==> config.mk <==
export PLATFORM = sky130hd
export DESIGN_NAME = fb_pixel_writer
export DESIGN_NICKNAME = d
export VERILOG_FILES = /design/src/rtl/fb_pkg.sv /design/src/rtl/fb_word_fifo.sv /design/src/rtl/fb_pixel_writer.sv
export SDC_FILE = /design/constraint.sdc
export NUM_CORES = 1
export LEC_CHECK = 0
export CAP_MARGIN = 10
export CORE_ASPECT_RATIO = 1.75
export CORE_MARGIN = 1.5
export CORE_UTILIZATION = 54
export CTS_CLUSTER_DIAMETER = 200
export CTS_CLUSTER_SIZE = 16
export DETAILED_ROUTE_END_ITERATION = 10
export PLACE_DENSITY = 0.73
export SLEW_MARGIN = 0
export SYNTH_ARGS = -nofsm -noshare
export SYNTH_HDL_FRONTEND = slang
export SYNTH_SLANG_ARGS = --single-unit
==> constraint.sdc <==
create_clock -name clk_100mhz -period 5 [get_ports clk_100mhz]
set_input_delay 1 -clock clk_100mhz [delete_from_list [all_inputs] [get_ports clk_100mhz]]
set_output_delay 1 -clock clk_100mhz [all_outputs]
set_load 0.02 [all_outputs]
==> src/rtl/fb_pkg.sv <==
// Shared types and widths for the PSRAM framebuffer write path.
package fb_pkg;
  localparam int FB_ADDR_W = 26;
  localparam int FB_DATA_W = 16;
  localparam int FB_WORD_W = FB_ADDR_W + FB_DATA_W + 1;

  typedef enum logic [1:0] {IDLE, REQ, GAP, CLEAR} state_t;

  typedef struct packed {
    logic [FB_ADDR_W-1:0] addr;
    logic [FB_DATA_W-1:0] data;
    logic                 last;
  } fb_word_t;
endpackage

==> src/rtl/fb_word_fifo.sv <==
// Synchronous word FIFO with full/empty flags; storage is not reset, only the pointers.
module fb_word_fifo
  import fb_pkg::*;
#(
  parameter int WIDTH = FB_WORD_W,
  parameter int DEPTH = 8
) (
  input  logic             clk_100mhz,
  input  logic             n_reset,
  input  logic             push,
  input  logic [WIDTH-1:0] push_data,
  input  logic             pop,
  output logic [WIDTH-1:0] pop_data,
  output logic             full,
  output logic             empty
);
  localparam int PTR_W = $clog2(DEPTH);

  logic [PTR_W:0]     wptr;
  logic [PTR_W:0]     rptr;
  logic [WIDTH-1:0]   mem [DEPTH];

  // Extra pointer MSB distinguishes full from empty when the indices match.
  assign empty    = (wptr == rptr);
  assign full     = (wptr[PTR_W] != rptr[PTR_W]) && (wptr[PTR_W-1:0] == rptr[PTR_W-1:0]);
  assign pop_data = mem[rptr[PTR_W-1:0]];

  always_ff @(posedge clk_100mhz or negedge n_reset) begin
    if (!n_reset) begin
      wptr <= '0;
      rptr <= '0;
    end else begin
      if (push && !full) wptr <= wptr + 1'b1;
      if (pop && !empty) rptr <= rptr + 1'b1;
    end
  end

  always_ff @(posedge clk_100mhz) begin
    if (push && !full) mem[wptr[PTR_W-1:0]] <= push_data;
  end
endmodule

==> src/rtl/fb_pixel_writer.sv <==
// Packs raster RGB332 pixels into 16-bit words and writes them to PSRAM one word at a time.
// Optional frame clear is compiled in with FB_CLEAR_EN.
module fb_pixel_writer
  import fb_pkg::*;
#(
  parameter int                   H_RES      = 640,
  parameter int                   V_RES      = 480,
  parameter logic [FB_ADDR_W-1:0] BASE_ADDR  = '0,
  parameter int                   FIFO_DEPTH = 8
) (
  input  logic                 clk_100mhz,
  input  logic                 n_reset,
  input  logic                 pix_valid_i,
  output logic                 pix_ready_o,
  input  logic [7:0]           pix_data_i,
  input  logic                 pix_sof_i,
  output logic                 ram_cs_o,
  output logic                 ram_rnw_o,
  output logic [FB_ADDR_W-1:0] ram_addr_o,
  output logic [FB_DATA_W-1:0] ram_wdata_o,
  input  logic                 ram_ready_i,
  output logic                 busy_o,
  output logic                 frame_done_o
`ifdef FB_CLEAR_EN
  ,
  input  logic                 clear_i,
  input  logic [7:0]           clear_color_i
`endif
);
  localparam int N_PIX   = H_RES * V_RES;
  localparam int N_WORDS = N_PIX / 2;
  localparam int IDX_W   = $clog2(N_PIX);

  function automatic logic [FB_ADDR_W-1:0] word_addr(input logic [IDX_W-1:0] idx);
    return BASE_ADDR + FB_ADDR_W'(idx >> 1);
  endfunction

  state_t           state;
  logic             ready_en;
  logic [IDX_W-1:0] pix_idx;
  logic [IDX_W-1:0] cur_idx;
  logic [7:0]       half_pix;
  logic             pix_fire;
  logic             push;
  logic             pop;
  logic             fifo_full;
  logic             fifo_empty;
  fb_word_t         push_word;
  fb_word_t         head;
  logic             cur_last;
  logic             clearing;
  logic             clr_start;
  logic             clr_done;

  assign pix_ready_o = ready_en && !fifo_full && !clearing && (state != CLEAR);
  assign pix_fire    = pix_valid_i && pix_ready_o;
  assign cur_idx     = pix_sof_i ? '0 : pix_idx;
  assign push        = pix_fire && cur_idx[0];
  assign ram_rnw_o   = 1'b0;
  assign busy_o      = !fifo_empty || (state != IDLE) || clearing;
  assign clr_done    = (state == GAP) && clearing && cur_last;
  assign pop         = (state == IDLE) && !fifo_empty && !clr_start;

`ifdef FB_CLEAR_EN
  localparam int CLR_W = $clog2(N_WORDS);
  logic [CLR_W-1:0] clr_cnt;
  assign clr_start = (state == IDLE) && clear_i && fifo_empty;
`else
  assign clr_start = 1'b0;
`endif

  always_comb begin
    push_word      = '0;
    push_word.addr = word_addr(cur_idx);
    push_word.data = {pix_data_i, half_pix};
    push_word.last = (cur_idx == IDX_W'(N_PIX - 1));
  end

  fb_word_fifo #(
    .WIDTH (FB_WORD_W),
    .DEPTH (FIFO_DEPTH)
  ) u_fifo (
    .clk_100mhz (clk_100mhz),
    .n_reset    (n_reset),
    .push       (push),
    .push_data  (push_word),
    .pop        (pop),
    .pop_data   (head),
    .full       (fifo_full),
    .empty      (fifo_empty)
  );

  // Packer: even pixels wait in the half-word latch, odd pixels complete a FIFO word.
  always_ff @(posedge clk_100mhz or negedge n_reset) begin
    if (!n_reset) begin
      ready_en <= 1'b0;
      pix_idx  <= '0;
      half_pix <= '0;
    end else begin
      ready_en <= 1'b1;
      if (clr_done) begin
        pix_idx  <= '0;
        half_pix <= '0;
      end else if (pix_fire) begin
        pix_idx <= (cur_idx == IDX_W'(N_PIX - 1)) ? '0 : cur_idx + 1'b1;
        if (!cur_idx[0]) half_pix <= pix_data_i;
      end
    end
  end

  // Request FSM: IDLE/CLEAR load a word, REQ holds it until ready, GAP enforces spacing.
  always_ff @(posedge clk_100mhz or negedge n_reset) begin
    if (!n_reset) begin
      state        <= IDLE;
      ram_cs_o     <= 1'b0;
      ram_addr_o   <= '0;
      ram_wdata_o  <= '0;
      cur_last     <= 1'b0;
      frame_done_o <= 1'b0;
      clearing     <= 1'b0;
`ifdef FB_CLEAR_EN
      clr_cnt      <= '0;
`endif
    end else begin
      frame_done_o <= 1'b0;
      case (state)
        IDLE: begin
`ifdef FB_CLEAR_EN
          if (clr_start) begin
            state    <= CLEAR;
            clearing <= 1'b1;
            clr_cnt  <= '0;
          end else
`endif
          if (!fifo_empty) begin
            ram_addr_o  <= head.addr;
            ram_wdata_o <= head.data;
            cur_last    <= head.last;
            ram_cs_o    <= 1'b1;
            state       <= REQ;
          end
        end
        REQ: begin
          if (ram_ready_i) begin
            ram_cs_o     <= 1'b0;
            frame_done_o <= cur_last;
            state        <= GAP;
          end
        end
        GAP: begin
          if (clearing && !cur_last) begin
            state <= CLEAR;
          end else begin
            state    <= IDLE;
            clearing <= 1'b0;
          end
        end
`ifdef FB_CLEAR_EN
        CLEAR: begin
          ram_addr_o  <= BASE_ADDR + FB_ADDR_W'(clr_cnt);
          ram_wdata_o <= {clear_color_i, clear_color_i};
          cur_last    <= (clr_cnt == CLR_W'(N_WORDS - 1));
          clr_cnt     <= clr_cnt + 1'b1;
          ram_cs_o    <= 1'b1;
          state       <= REQ;
        end
`endif
        default: state <= IDLE;
      endcase
    end
  end
endmodule

==> flow_metrics.py, run 1 <==
metrics = {
    "floorplanning": {
        "fp.dieW_um": 124,
        "pin_count": 60,
        "rows": 77,
        "coreArea_mm2": 0.0253,
        "start_util": 0.549,
        "die_y_um": 215,
        "die_area_mm2": 0.0268,
    },
    "cells_and_area": {
        "diodes": 0,
        "drive_above_1_share": 0.180,
        "final_net_count": 817,
        "final_common_cell": "edfxtp_1",
        "syn2layout_area_growth_pct": 11.7,
        "most-common-layout-cells": "edfxtp_1 (280), dfrtp_1 (72), mux4_2 (70), clkdlybuf4s50_1 (49), nand2_1 (48)",
        "fin_area_mm2": 0.0155,
    },
    "placement": {
        "io_buffers": 50,
        "dpl.hpwl_um": 15600,
        "globalplace.congestion": 0.753,
        "placed_area_mm2": 0.0148,
        "pre_cts_ws_ns": 1.09,
    },
    "status": {
        "outcome": "complete, no violations",
    },
    "clock_network": {
        "clock_path_buffers": 3,
        "cts_sinks": 355,
        "cts-hold-fix-buffers": 0,
        "postCtsSetupRepairBufs": 0,
        "cts_resized": 0,
        "cts-root-buf": "clkbuf_16",
        "clk-insertion-delay-late_ns": 0.54,
        "cts_tree": "built",
        "ctsHtreeMaxLevel": 1,
        "numCtsBuffers": 26,
        "path_clk_slew_ns": 0.07,
    },
    "global_route": {
        "grt_pass1_wl_um": 42500,
        "grt_max_degree": 62,
        "grt_util_all_layers": 0.209,
        "antenna_found_initial": 0,
        "overflow": 0,
        "first_global_vias": 7369,
    },
    "yosys": {
        "yosysSeqAreaShare": 0.739,
        "avgSynthCellArea_um2": 18.6,
        "netlist_instances": 747,
        "ys.flop_type": "edfxtp_1",
        "synth_edf_count": 280,
        "synth_warnings": 0,
        "synthArstFlopShare": 0.211,
        "syn_area_mm2": 0.0139,
        "synth_cell_types": 55,
        "synth-seq-cells": 355,
    },
    "power_and_ir_drop": {
        "leakage_nw": 5.40,
        "p_switching_mw": 2.44,
        "switching_share": 0.303,
        "combPwrFrac": 0.273,
        "p_seq_frac": 0.483,
        "clkPwrFrac": 0.244,
        "peakVddDrop_uv": 311,
        "power_density_mw_per_mm2": 519,
        "p_int_mw": 5.62,
    },
    "routing": {
        "routedWlPerCell_um": 23.8,
        "firstDrtPassIters": 5,
        "drt-vias-per-instance": 6.02,
        "routed_wl_um": 27000,
        "antenna_left": 0,
        "vias": 6841,
        "drc_errors": 0,
        "drtIter0Drc": 741,
    },
    "sta": {
        "rsz0062_at_grt": "no",
        "finalClockSkew_ns": 0.0197,
        "tns_ns": 0,
        "setup_ws_ns": 1.00,
        "timing.fmax_ghz": 0.250,
        "fin_crit_sh": 0.800,
        "slew-limit-headroom": 0.346,
        "fin_crit_ns": 4.00,
        "drv_slew": 0,
        "worst_slew_pin_slew_ns": 0.982,
        "hold_viol_final": 0,
        "finalSetupViolCount": 0,
    },
    "worst_setup_path": {
        "cp_data_required_time_ns": 4.00,
        "cp-start-kind": "flop",
        "cp_data_arrival_time_ns": 3.00,
        "end_kind": "output port",
        "cp_max_fo": 38,
        "criticalPathCategory": "flop to output port",
    },
    "min_path": {
        "hp-class": "flop to flop",
    },
    "job": {
        "max-cap-violations": 0,
    },
}
worst paths after layout:
kind / from / to / slack, ns / cells after the start
hold reg to reg: ram_addr_o[5] / ram_addr_o[5] / 0.48 / 2
max in group asynchronous: n_reset / u_fifo.rptr[1] / 3.55 / 2
setup reg to reg: u_fifo.rptr[0] / u_fifo.mem[3][31] / 1.60 / 5
hold / removal: ram_addr_o[5] / ram_addr_o[5] / 0.48 / 2
min in group asynchronous: n_reset / ram_addr_o[11] / 0.50 / 1
setup / recovery: u_fifo.rptr[0] / busy_o / 1.00 / 4
registers in the layout, indices dropped and copies added (netlist names):
register and flops:
u_fifo.mem 280, pix_idx 19, ram_addr_o 18, ram_wdata_o 16, half_pix 8, u_fifo.rptr 4
u_fifo.wptr 4, state 2, cur_last 1, frame_done_o 1, ram_cs_o 1, ready_en 1
per-layer routing:
layer,routed length [µm],vias up,global-route usage
li1,-,3028,-
met1,10300,3562,0.250
met2,14900,192,0.391
met3,1060,59,0.0209
met4,772,0,0.0709
met5,0,-,0
cell usage after synthesis (6+ instances only):
cell type / n / area share
nor2b_1: 15 / 0.0067
mux4_2: 70 / 0.11
a31oi_1: 6 / 0.0027
clkbuf_1: 13 / 0.0035
nor2_1: 14 / 0.0038
edfxtp_1: 280 / 0.60
mux2_2: 11 / 0.0089
nand3_1: 12 / 0.0043
dfrtp_1: 75 / 0.13
mux2i_1: 36 / 0.026
buf_4: 9 / 0.0049
buf_2: 21 / 0.0076
nand4_1: 6 / 0.0027
xnor2_1: 8 / 0.0050
o21ai_0: 45 / 0.016
nand2_1: 49 / 0.013
layout make-up:
type                       count  area (µm²)
fill                        1763        9800
inverter                       5        18.8
timing repair buffer          67         626
multi-input combinational    346        3440
clock inverter                 1        16.3
tap                          316         395
sequential                   355       10300
clock buffer                  47         751
critical path, cell delays in order (launching register included):
cell and delay, ns:
dfrtp_4 0.97, xnor2_1 0.29, nand4b_1 0.27, or3_1 0.37, clkdlybuf4s50_1 0.54
through the flow:
step | total power [mW] | cells | hold WS (ns) | utilization
3_3_place_gp | 6.13 | 1089 | 0.462 | 0.583
6_report | 8.06 | 1137 | 0.482 | 0.613
5_1_grt | 8.45 | 1137 | 0.495 | 0.613
3_5_place_dp | 6.21 | 1089 | 0.469 | 0.583
4_1_cts | 8.16 | 1137 | 0.486 | 0.613
2_1_floorplan | 5.44 | 755 | 0.442 | -
power by group through the flow:
stage                     sequential, mW  combinational (mW)  clock [mW]
after floorplan                     3.94                1.50           0
after global placement              3.93                2.20           0
after detailed placement            3.96                2.24           0
after CTS                           3.90                2.25        2.00
after global routing                3.95                2.39        2.12
final                               3.89                2.20        1.96
cells by family after synthesis:
family,count (synthesis),synth area share
AO/OA/AOI/OAI,72,0.0326
XOR/XNOR,12,0.00755
adder cells (fa/ha/maj),3,0.00270
buffers and inverters,54,0.0198
flip-flops,355,0.739
multiplexers,117,0.148
other,2,0.000540
AND/OR/NAND/NOR,132,0.0496
(Power assumes the default switching activity.)
==> run 2, diff against run 1 <==
clock period = 3.3 ns   (was 5 ns; I/O delays follow)
==> run 2 against run 1 <==
  * Global-route usage rose by 0.16 points
  * Register-to-register slack got worse by 1.0 ns
  * Final cell count rose by 0.79%
  * Sequential share of layout area fell by 0.90 points
  * Sequential cell count did not move
  * Hold slack got worse by 0.30 ns
  * Setup slack got worse by 0.90 ns
==> flow_metrics.py, run 2 (synthesis gave the netlist of run 1 again) <==
metrics = {
    "sta": {
        "fin_crit_ns": 3.20,
        "slew-limit-headroom": 0.337,
        "hold_viol_final": 0,
        "fin_crit_sh": 0.971,
        "setup_ws_ns": 0.0970,
        "tns_ns": 0,
        "timing.fmax_ghz": 0.312,
        "fin_hold_ws_ns": 0.184,
        "finalSetupViolCount": 0,
        "finalClockSkew_ns": 0.0193,
        "worst_slew_pin_slew_ns": 0.994,
        "rsz0062_at_grt": "no",
        "drv_slew": 0,
    },
    "global_route": {
        "first_global_vias": 7390,
        "grt_pass1_wl_um": 42900,
        "antenna_found_initial": 0,
        "grt_max_degree": 74,
        "grt_util_all_layers": 0.210,
        "overflow": 0,
    },
    "cells_and_area": {
        "largest_register_ffs": 280,
        "diodes": 0,
        "drive_above_1_share": 0.194,
        "post-route-util": 0.622,
        "final_common_cell": "edfxtp_1",
        "syn2layout_area_growth_pct": 13.3,
        "most-common-layout-cells": "edfxtp_1 (280), dfrtp_1 (71), mux4_2 (70), clkdlybuf4s50_1 (49), nand2_1 (48)",
        "final_net_count": 826,
    },
    "worst_setup_path": {
        "worst-path-buf-inv": 1,
        "critPathSlowestCell": "clkdlybuf4s50_1",
        "cp_data_required_time_ns": 2.64,
        "cp-start-kind": "flop",
        "crit_family": "simple AND/OR/NAND/NOR gates",
        "cp_max_fo": 7,
        "end_kind": "output port",
        "cp_data_arrival_time_ns": 2.54,
        "max_stage_delay_ns": 0.56,
        "criticalPathCategory": "flop to output port",
        "path_cells": "xnor2_2 -> nand4b_1 -> or3_1 -> clkdlybuf4s50_1",
    },
    "min_path": {
        "hp-class": "input pin to asynchronous set/reset pin",
    },
    "placement": {
        "globalplace.congestion": 0.796,
        "dpl.hpwl_um": 15700,
        "io_buffers": 50,
        "pre_cts_ws_ns": 0.248,
    },
    "routing": {
        "routed_wl_um": 27400,
        "drtIter0Drc": 692,
        "drc_errors": 0,
        "drt-vias-per-instance": 6.00,
        "vias": 6878,
        "antenna_left": 0,
        "routedWlPerCell_um": 23.9,
        "firstDrtPassIters": 5,
    },
    "floorplanning": {
        "rows": 77,
        "coreArea_mm2": 0.0253,
        "pin_count": 60,
        "die_area_mm2": 0.0268,
        "start_util": 0.549,
        "die_y_um": 215,
        "fp.dieW_um": 124,
    },
    "clock_network": {
        "clock_path_buffers": 3,
        "clk-insertion-delay-late_ns": 0.53,
        "numCtsBuffers": 26,
        "cts_tree": "built",
        "cts-root-buf": "clkbuf_16",
        "path_clk_slew_ns": 0.07,
        "cts-hold-fix-buffers": 0,
        "ctsHtreeMaxLevel": 1,
        "cts_sinks": 355,
    },
    "power_and_ir_drop": {
        "peakVddDrop_uv": 758,
        "leakage_nw": 5.49,
        "power_density_mw_per_mm2": 783,
        "power_mw": 12.3,
    },
    "status": {
        "outcome": "complete, no violations",
    },
    "job": {
        "max-cap-violations": 0,
    },
}
-- run 2: what timing repair did --
action / in CTS / in global routing
setup endpoints to repair: 1 / 1
cloned: 0 / 0
gates resized for setup: 4 / 0
setup buffers: 0 / 1
pin swaps: 0 / 1
-- run 2: through the flow --
step                      cell area [µm²]  std cells
after floorplan                     14000        755
after global placement              15000       1097
after detailed placement            15000       1097
after CTS                           15800       1145
after global routing                15800       1146
final                               15800       1146
-- run 2: final cells by class --
class	count	area, µm²
Fill cell	1743	9580
Clock buffer	47	751
Timing Repair Buffer	76	793
Tap cell	316	395
Inverter	5	18.8
Sequential cell	355	10300
Multi-Input combinational cell	346	3490
Clock inverter	1	16.3
-- run 2: per-layer routing --
metal,wire length (µm),share of wire,global-route usage,up-vias
met5,0,0,0,-
met1,10700,0.39,0.264,3615
met3,1050,0.038,0.0246,42
met2,15000,0.55,0.384,179
met4,645,0.024,0.0628,0
li1,-,-,-,3042
-- run 2: where the power goes --
part	switching [mW]	internal (mW)
combinational	1.91	1.67
clock	1.44	1.54
sequential	0.395	5.39
-- run 2: path summary, 6_finish.rpt --
path	startpoint	to	slack (ns)	cells after the start
worst max-delay path	u_fifo.wptr[2]	busy_o	0.1	4
worst max register to register	u_fifo.wptr[0]	u_fifo.mem[7][28]	0.60	6
max in group asynchronous	n_reset	ram_addr_o[16]	2.37	2
worst min register to register	cur_last	cur_last	0.48	2
min in group clk_100mhz	cur_last	cur_last	0.48	2
worst min-delay path	n_reset	ram_addr_o[14]	0.18	1
==> run 3, diff against run 2 <==
CORE_UTILIZATION = 60   (was 54)
PLACE_DENSITY = 0.77   (was 0.73)
clock period = 3.85 ns   (was 3.3 ns; I/O delays follow)
==> run 3 against run 2 <==
  * Hold slack improved by 0.25 ns
  * First-iteration DRC count fell by 25%
  * Global-route usage rose by 2.2 points
  * Combinational power fell by 16%
  * Setup slack improved by 0.37 ns
==> flow_metrics.py, run 3 (synthesis gave the netlist of run 1 again) <==
metrics = {
    "worst_setup_path": {
        "end_kind": "output port",
        "cp-start-kind": "flop",
        "cp_max_fo": 7,
        "max_stage_delay_ns": 0.55,
        "criticalPathCategory": "flop to output port",
        "crit_family": "simple AND/OR/NAND/NOR gates",
        "critPathSlowestCell": "clkdlybuf4s50_1",
        "cp_data_required_time_ns": 3.08,
        "cp_data_arrival_time_ns": 2.61,
        "path_cells": "xnor2_1 -> nand4b_1 -> or3_1 -> clkdlybuf4s50_1",
        "worst-path-buf-inv": 1,
    },
    "floorplanning": {
        "die_area_mm2": 0.0241,
        "die_y_um": 204,
        "start_util": 0.612,
        "pin_count": 60,
        "coreArea_mm2": 0.0227,
        "rows": 73,
        "fp.dieW_um": 118,
    },
    "sta": {
        "finalSetupViolCount": 0,
        "finalClockSkew_ns": 0.0212,
        "hold_viol_final": 0,
        "slew-limit-headroom": 0.278,
        "fin_crit_ns": 3.38,
        "worst_slew_pin_slew_ns": 1.08,
        "fin_crit_sh": 0.878,
        "setup_ws_ns": 0.471,
        "rsz0062_at_grt": "no",
        "drv_slew": 0,
        "timing.fmax_ghz": 0.296,
    },
    "clock_network": {
        "path_clk_slew_ns": 0.07,
        "cts_resized": 0,
        "clock_path_buffers": 3,
        "ctsHtreeMaxLevel": 1,
        "numCtsBuffers": 26,
        "cts_tree": "built",
        "postCtsSetupRepairBufs": 0,
        "cts_sinks": 355,
        "cts-hold-fix-buffers": 0,
        "clk-insertion-delay-late_ns": 0.53,
        "cts-root-buf": "clkbuf_16",
    },
    "placement": {
        "dpl.cell_count": 1074,
        "globalplace.congestion": 0.911,
        "dpl.hpwl_um": 15600,
        "placed_area_mm2": 0.0148,
        "io_buffers": 50,
        "pre_cts_ws_ns": 0.311,
    },
    "power_and_ir_drop": {
        "leakage_nw": 5.42,
        "power_density_mw_per_mm2": 672,
        "peakVddDrop_uv": 443,
    },
    "global_route": {
        "first_global_vias": 7324,
        "grt_pass1_wl_um": 42300,
        "antenna_found_initial": 0,
        "grt_max_degree": 76,
        "overflow": 0,
        "grt_util_all_layers": 0.232,
    },
    "cells_and_area": {
        "diodes": 0,
        "final_net_count": 818,
        "final_cells": 1122,
        "most-common-layout-cells": "edfxtp_1 (280), dfrtp_1 (72), mux4_2 (70), clkdlybuf4s50_1 (49), nand2_1 (48)",
        "num-fill-cells": 1400,
        "final_common_cell": "edfxtp_1",
        "syn2layout_area_growth_pct": 12.1,
        "fin_area_mm2": 0.0156,
        "largest_register_ffs": 280,
        "drive_above_1_share": 0.181,
    },
    "routing": {
        "routedWlPerCell_um": 24.0,
        "firstDrtPassIters": 5,
        "drtIter0Drc": 519,
        "vias": 6940,
        "drt-vias-per-instance": 6.19,
        "drc_errors": 0,
        "routed_wl_um": 26900,
        "antenna_left": 0,
    },
    "min_path": {
        "hp-class": "input pin to asynchronous set/reset pin",
    },
    "job": {
        "max-cap-violations": 0,
    },
    "status": {
        "outcome": "complete, no violations",
    },
}
==> run 3: changes by cell type in the layout (fill, tap and decap cells not counted) <==
| cell | delta |
|---|---|
| dfrtp_1 | +1 |
| xnor2_1 | +3 |
| nor3_2 | +4 |
| dfrtp_2 | -1 |
| nor3_4 | -4 |
| buf_4 | -6 |
| buf_12 | -2 |
| xnor2_2 | -3 |
==> run 3: path summary, 6_finish.rpt <==
check | start | endpoint | slack [ns] | cells past startpoint
worst min register to register | ram_wdata_o[3] | ram_wdata_o[3] | 0.48 | 2
worst max-delay path | u_fifo.wptr[2] | busy_o | 0.47 | 4
min in group clk_100mhz | ram_wdata_o[3] | ram_wdata_o[3] | 0.48 | 2
worst max register to register | u_fifo.wptr[2] | u_fifo.mem[4][4] | 1.02 | 5
worst min-delay path | n_reset | ram_wdata_o[12] | 0.43 | 1
max in group asynchronous | n_reset | u_fifo.rptr[0] | 2.59 | 1
==> run 3: power by group <==
| group | switching (mW) | internal (mW) | total (mW) |
|---|---|---|---|
| clock network | 1.20 | 1.32 | 2.52 |
| logic | 1.62 | 1.39 | 3.01 |
| registers | 0.328 | 4.62 | 4.94 |
==> run 3: layout make-up <==
type / count / area [µm²] / area share
sequential: 355 / 10300 / 0.659
multi-input combinational: 346 / 3440 / 0.221
clock buffer: 47 / 751 / 0.0481
timing repair buffer: 68 / 708 / 0.0454
tap: 300 / 375 / 0.0241
inverter: 5 / 18.8 / 0.00120
clock inverter: 1 / 16.3 / 0.00104
==> run 3: metrics by stage <==
stage / TNS (ns) / hold WS (ns) / total power [mW] / utilization
after floorplan: -68.65 / 0.442 / 7.07 / -
after global placement: 0 / 0.458 / 7.97 / 0.652
after detailed placement: 0 / 0.472 / 8.08 / 0.652
after CTS: 0 / 0.478 / 10.6 / 0.686
after global routing: 0 / 0.514 / 11.0 / 0.686
final: 0 / 0.435 / 10.5 / 0.686
==> run 3: layer usage <==
metal  vias up  track usage  routed length (µm)
met4         0       0.0579                 448
met5         -            0                   0
met2       228        0.431               15000
li1       3023            -                   -
met1      3658        0.290               10200
met3        31       0.0268                1230
==> run 3: worst reg2reg max path, delay by kind of cell, from the launching register on <==
kind	cells	cell delay, ns
AOI/OAI and AO/OA	1	0.44
xor gates and xnor gates	1	0.22
buffers and inverters	1	0.53
DFF	1	0.58
and+or+nand+nor	2	0.66
